==> src/rtl/if_id_queue_pkg.sv <==
// Shared widths, the NOP encoding and the queue entry type for the fetch/decode queue.
// Build-wide defaults apply unless the macros are already supplied by the project defines.
`ifndef DATA_WIDTH
`define DATA_WIDTH 32
`endif
`ifndef ADDR_WIDTH
`define ADDR_WIDTH 32
`endif
`ifndef NOP_INST
`define NOP_INST 32'h00000013
`endif

package if_id_queue_pkg;
  localparam int DATA_W = `DATA_WIDTH;
  localparam int ADDR_W = `ADDR_WIDTH;
  localparam logic [DATA_W-1:0] NOP_INST = `NOP_INST;

  typedef struct packed {
    logic [ADDR_W-1:0] pc;
    logic [DATA_W-1:0] inst;
  } entry_t;
endpackage

==> src/rtl/if_id_queue.sv <==
// Fetch-to-decode instruction queue with a valid/ready handshake on both sides and flush on redirect.
// Optional IFQ_BYPASS_EN forwards a fetched word straight to decode while the queue is empty.
module if_id_queue
  import if_id_queue_pkg::*;
#(
  parameter int DEPTH = 2
) (
  input  logic                         clk_i,
  input  logic                         rst_i,
  input  logic [ADDR_W-1:0]            pc_i,
  input  logic [DATA_W-1:0]            inst_i,
  input  logic                         valid_i,
  output logic                         ready_o,
  input  logic                         flush_i,
  output logic [ADDR_W-1:0]            pc_o,
  output logic [DATA_W-1:0]            inst_o,
  output logic                         valid_o,
  input  logic                         ready_i,
  output logic [$clog2(DEPTH+1)-1:0]   count_o
);
  localparam int CNT_W = $clog2(DEPTH + 1);
  localparam int PTR_W = $clog2(DEPTH);

  entry_t            mem [DEPTH];
  logic [PTR_W-1:0]  wp;
  logic [PTR_W-1:0]  rp;
  logic [CNT_W-1:0]  count;
  logic [ADDR_W-1:0] pc_last;
  logic              full;
  logic              empty;
  logic              byp;
  logic              push;
  logic              pop;

  // DEPTH need not be a power of two, so wrap explicitly
  function automatic logic [PTR_W-1:0] next_ptr(input logic [PTR_W-1:0] p);
    return (p == PTR_W'(DEPTH - 1)) ? '0 : p + 1'b1;
  endfunction

  assign full  = (count == CNT_W'(DEPTH));
  assign empty = (count == '0);

`ifdef IFQ_BYPASS_EN
  assign byp = empty & valid_i & ~flush_i;
`else
  assign byp = 1'b0;
`endif

  // ready_o is purely registered: a full queue refuses a push even on a same-cycle pop
  assign ready_o = ~full;
  assign valid_o = (~empty & ~flush_i) | byp;
  assign pop     = ~empty & ~flush_i & ready_i;
  assign push    = valid_i & ~full & ~flush_i & ~(byp & ready_i);
  assign count_o = count;

  always_comb begin
    inst_o = NOP_INST;
    pc_o   = pc_last;
    if (byp) begin
      inst_o = inst_i;
      pc_o   = pc_i;
    end else if (valid_o) begin
      inst_o = mem[rp].inst;
      pc_o   = mem[rp].pc;
    end
  end

  always_ff @(posedge clk_i) begin
    if (!rst_i) begin
      wp      <= '0;
      rp      <= '0;
      count   <= '0;
      pc_last <= '0;
    end else begin
      pc_last <= pc_o;
      if (flush_i) begin
        wp    <= '0;
        rp    <= '0;
        count <= '0;
      end else begin
        if (push) wp <= next_ptr(wp);
        if (pop)  rp <= next_ptr(rp);
        if (push && !pop)      count <= count + 1'b1;
        else if (pop && !push) count <= count - 1'b1;
      end
    end
  end

  // Entry storage is never cleared; occupancy is tracked by count alone
  always_ff @(posedge clk_i) begin
    if (push) mem[wp] <= '{pc: pc_i, inst: inst_i};
  end
endmodule

==> config.mk <==
export PLATFORM = sky130hd
export DESIGN_NAME = if_id_queue
export DESIGN_NICKNAME = d
export VERILOG_FILES = /design/src/rtl/if_id_queue_pkg.sv /design/src/rtl/if_id_queue.sv
export SDC_FILE = /design/constraint.sdc
export NUM_CORES = 1
export LEC_CHECK = 0
export ABC_CLOCK_PERIOD_IN_PS = 2590
export BUFFER_PORTS_ARGS = -buffer_cell sky130_fd_sc_hd__buf_2
export CORE_MARGIN = 1
export CORE_UTILIZATION = 35
export CTS_CLUSTER_SIZE = 40
export DETAILED_ROUTE_END_ITERATION = 10
export PLACE_DENSITY = 0.62
export SETUP_SLACK_MARGIN = 0.3
export SYNTH_ARGS = -nofsm -noshare
export SYNTH_HDL_FRONTEND = slang
export SYNTH_SLANG_ARGS = --single-unit
==> constraint.sdc <==
create_clock -name clk_i -period 2.59 [get_ports clk_i]
set_clock_uncertainty 0.05 [all_clocks]
set_input_delay 0 -clock clk_i [delete_from_list [all_inputs] [get_ports clk_i]]
set_output_delay 0 -clock clk_i [all_outputs]
set_load 0.03 [all_outputs]
# [After elaboration in Yosys (flattened, before gate mapping)]
# Memory sizes are Yosys's and may differ from the RTL's. A register that Yosys moved wholly into a read port is not among the register bits.
# Cells that the tools add are included.
[totals] elab_cells=35 latchBits=0 mem_bits_ro=0 in_bits=69 regBits=36 ram_bits=128 memories=1
[mem_list] name="mem" words=2 word_bits=64 read_ports=1 rd_ports_with_merged_regs=1 write_ports=1 line="if_id_queue.sv:24" text="entry_t mem [DEPTH];"
[op_classes] addsub=4 reduce_logical=7 n_lt_le_gt_ge=0 n_shift=0 div_mod_pow=0 n_eq_ne=1 muxes=10 n_mul=0 bitwise_logic=8
[ops] operator="$mux W32" n=2
[ops] operator="$mux W1" n=6
[ops] operator="$and A1 B1 Y1" n=4
[ops] operator="$mux W2" n=2
[ops] operator="$not A1 Y1" n=4
[ops] operator="$add A1 B1 Y1 const B" n=2
[ops] operator="$add A2 B1 Y2 const B" n=1
[ops] operator="$eq A2 B2 Y1 const B" n=1
[ops] operator="$logic_and A1 B1 Y1" n=2
[ops] operator="$logic_not A1 Y1" n=2
[ops] operator="$logic_not A2 Y1" n=1
[ops] operator="$reduce_bool A2 Y1" n=1
[ops] operator="$reduce_or A2 Y1" n=1
[ops] operator="$sub A2 B1 Y2 const B" n=1

# [Depth between registers and ports, before layout]
[logic_depth] word_depth=8 depth_mapped=9 depth_no_buf=7

# [Worst setup path before layout]
# Ideal clock, no wire load.
[synth_path] path_type="flip-flop to flip-flop" startpoint="reg count[0] (netlist: count_o[0])" endpoint="mem mem[1][0] (netlist bit), enable pin" slack_ps=-545 path_stages_with_launch=3 arrival_time_ps=2656 setup_ps=429 path_buffers=0 path_cell_list="dfxtp_1 > nand2b_1 > and3_1"
[synth_via] elab_chain_cells=6
[synth_rtl] item="from (decl)" line="if_id_queue.sv:27" text="logic [CNT_W-1:0] count;"
[synth_rtl] item="from (signal assigned)" line="if_id_queue.sv:83" text="if (push && !pop) count <= count + 1'b1;"
[synth_rtl] item="from (signal assigned)" line="if_id_queue.sv:84" text="else if (pop && !push) count <= count - 1'b1;"
[synth_rtl] item="$eq A2 B2 Y1" line="if_id_queue.sv:40" text="assign full = (count == CNT_W'(DEPTH));"
[synth_rtl] item="$not A1 Y1"
[synth_rtl] item="named net ready_o" line="if_id_queue.sv:13" text="output logic ready_o,"
[synth_rtl] item="$and A1 B1 Y1 (2 in series)" line="if_id_queue.sv:53" text="assign push = valid_i & ~full & ~flush_i & ~(byp & ready_i);"
[synth_rtl] item="$mux W1" line="if_id_queue.sv:91" text="if (push) mem[wp] <= '{pc: pc_i, inst: inst_i};"
[synth_rtl] item="$mux W1 (implied by the code)" line="if_id_queue.sv:91"
[synth_rtl] item="to (decl)" line="if_id_queue.sv:24"
# The timed path passes the listed nets, and every way through them passes these cells.

==> metrics.cfg <==
[detailed_routing]
wl_mm = 13.1
drc_errors = 0
first_pass_iters = 4
drtAntennaViolNets = 0
vias = 3996
routedWlPerCell_um = 15.5
via_per_inst = 4.70
drt-initial-drc-count = 156

[final_layout]
drive_gt1_share_pct = 29.4
syn_to_final_growth_pct = 35.4
final_cells = 851
fillCellCount = 1515
num-nets-final = 683
num_antenna_cells = 0
layout_common_cells = buf_2 (136), edfxtp_1 (128), dlygate4sd3_1 (67)
mostFrequentLayoutCell = buf_2

[clocking]
post_cts_buffers = 0
cts.path.max_buffers = 2
cts.clk_slew.worst_paths_ps = 70
cts-root-buf = clkbuf_16
clkLatencyLatePin_ps = 420
cts_resized = 0
cts_tree = done
htreeDepth = 4
cts_made_buffers = 17
cts.sinks = 165

[flow_run]
maxCapViolations = 0

[logic_synthesis]
synth_top_cell_by_area = edfxtp_1
synth-seq-cells = 165
syn_area_sq_um = 6330
ys_seq_area_share_pct = 72.4
synthTopCellsByArea = edfxtp_1 (61%), dfxtp_1 (12%), mux2i_1 (10%)
synth_cell_types = 25
synth_warnings = 0
synth_top_area_share_pct = 60.7
async_flop_share_pct = 0
synth.avg_cell_area_sq_um = 15.6
syn-num-nets = 477
synthCells = 407
dominantRegCellSynth = edfxtp_1
synth-edff-count = 128

[setup_path]
cp_data_arrival_time_ps = 2030
required_ps = 2540
cp_max_fo = 21
end_kind = output port
path_class = flip-flop to output port
startpoint_type = flip-flop

[floorplanning]
rows = 48
fp.dieH_um = 137
start_util_pct = 36.2
die_w_um = 137
fp.coreArea_sq_um = 17500
pin_count = 137
dieArea_sq_um = 18600

[timing]
setup-violations-final = 0
fin_crit_sh_pct = 80.3
worstMarginPinSlew_ps = 745
worst_slack_ps = 510
maxSlewViolCount = 0
holdWs_ps = 67.0
fin_crit_ps = 2080
hold_viol = 0
slew_headroom_pct = 50.3
setup_tns_ps = 0
max_freq_ghz = 0.481
rsz0062_at_grt = false

[global_routing]
grt_pass1_vias = 4125
antenna_found_initial = 0
grt_max_degree = 97
grt-ovfl-total = 0
grt_pass1_wl_mm = 20.6
grt_use_total_pct = 14.7

[placement]
dp_cells = 752
place.port_buffers = 136
place.gp.congestion = 0.753
dp_hpwl_mm = 8.15
place_ws_ps = 592

[outcome]
outcome = completed

[power_and_ir_drop]
peakVddDrop_v = 0.000464
leakagePower_uw = 0.00354
p_per_area_nw_per_um2 = 718
power_uw = 6160

[hold_path]
hp-class = input pin to flip-flop

-- metrics by stage --
step                      util [%]  area (sq um)
after global placement        41.7          7290
after detailed placement      41.7          7290
after CTS                     49.1          8580
after global routing          49.1          8580
after floorplan                  -          6350
final                         49.1          8580
-- logic make-up (layout without fill, tap and decap cells) --
kind of cell / count (synthesis) / in the layout / share of synthesized area (%)
buf+inv: 29 / 248 / 2.63
flops: 165 / 165 / 72.4
compound gates: 72 / 72 / 9.74
fa+ha+maj: 1 / 1 / 0.197
mux: 64 / 64 / 10.1
xor+xnor: 2 / 2 / 0.277
simple gates: 74 / 74 / 4.68
-- path summary, 6_finish.rpt --
check                          end  slack, ps  cells after the start                    start
max                       pc_o[22]        510                      5                flip-flop
min                wp$_SDFFE_PP0P_         70                      4                  valid_i
max reg2reg        rp$_SDFFE_PP0P_        620                      5  count_o[0]$_SDFFE_PP0P_
min reg2reg  pc_last[6]$_SDFF_PN0_        450                      1    pc_last[6]$_SDFF_PN0_
-- report_power, final --
| group | internal (uW) | total (uW) | leakage, uW | switching [uW] |
|---|---|---|---|---|
| clock network | 1540 | 2610 | 0.000304 | 1070 |
| registers | 2940 | 2980 | 0.00148 | 31.4 |
| logic | 242 | 573 | 0.00176 | 330 |
-- repair_timing --
| action | in CTS | in global routing |
|---|---|---|
| hold buffers | 67 | 0 |
| hold endpoints to repair | 133 | 0 |
| setup endpoints to repair | 0 | 0 |
-- critical path, cell delays in order (launching register included) --
cell     delay (ps)
dfxtp_4         590
buf_4           370
mux2i_1         240
nand2_1          90
o21a_1          130
buf_2           170
-- cell type report --
cell class | count | area (sq um) | share of cell area [%]
clock buffer | 17 | 425 | 4.96
multi-input combinational | 213 | 1590 | 18.6
inverter | 4 | 18.8 | 0.219
timing repair buffer | 212 | 1480 | 17.3
tap | 225 | 282 | 3.28
clock inverter | 15 | 188 | 2.19
sequential | 165 | 4590 | 53.5
-- synth_stat cells (2+ instances only) --
library cell	n
clkbuf_1	5
o21ai_0	2
o211a_1	32
nor2_1	30
o21a_1	32
buf_2	10
inv_1	3
buf_4	8
edfxtp_1	128
xor2_1	2
dfxtp_1	37
nand2b_1	2
a21oi_1	4
or3_1	2
mux2i_1	64
buf_6	2
nand2_1	36
-- per-layer routing --
layer,GRT usage [%],routed length [um],vias to the layer above
met5,0,0,-
met4,4.26,133,0
met2,24.2,6260,116
met3,4.52,710,9
met1,18.6,6040,1936
li1,-,-,1935
-- sequential cells by signal (all words and copies together), names as in the netlist, named ones only --
signal,cells
wp,1
rp,1
mem,128
count_o,2
pc_last,32
No activity file was read; power rests on OpenSTA's default activity.
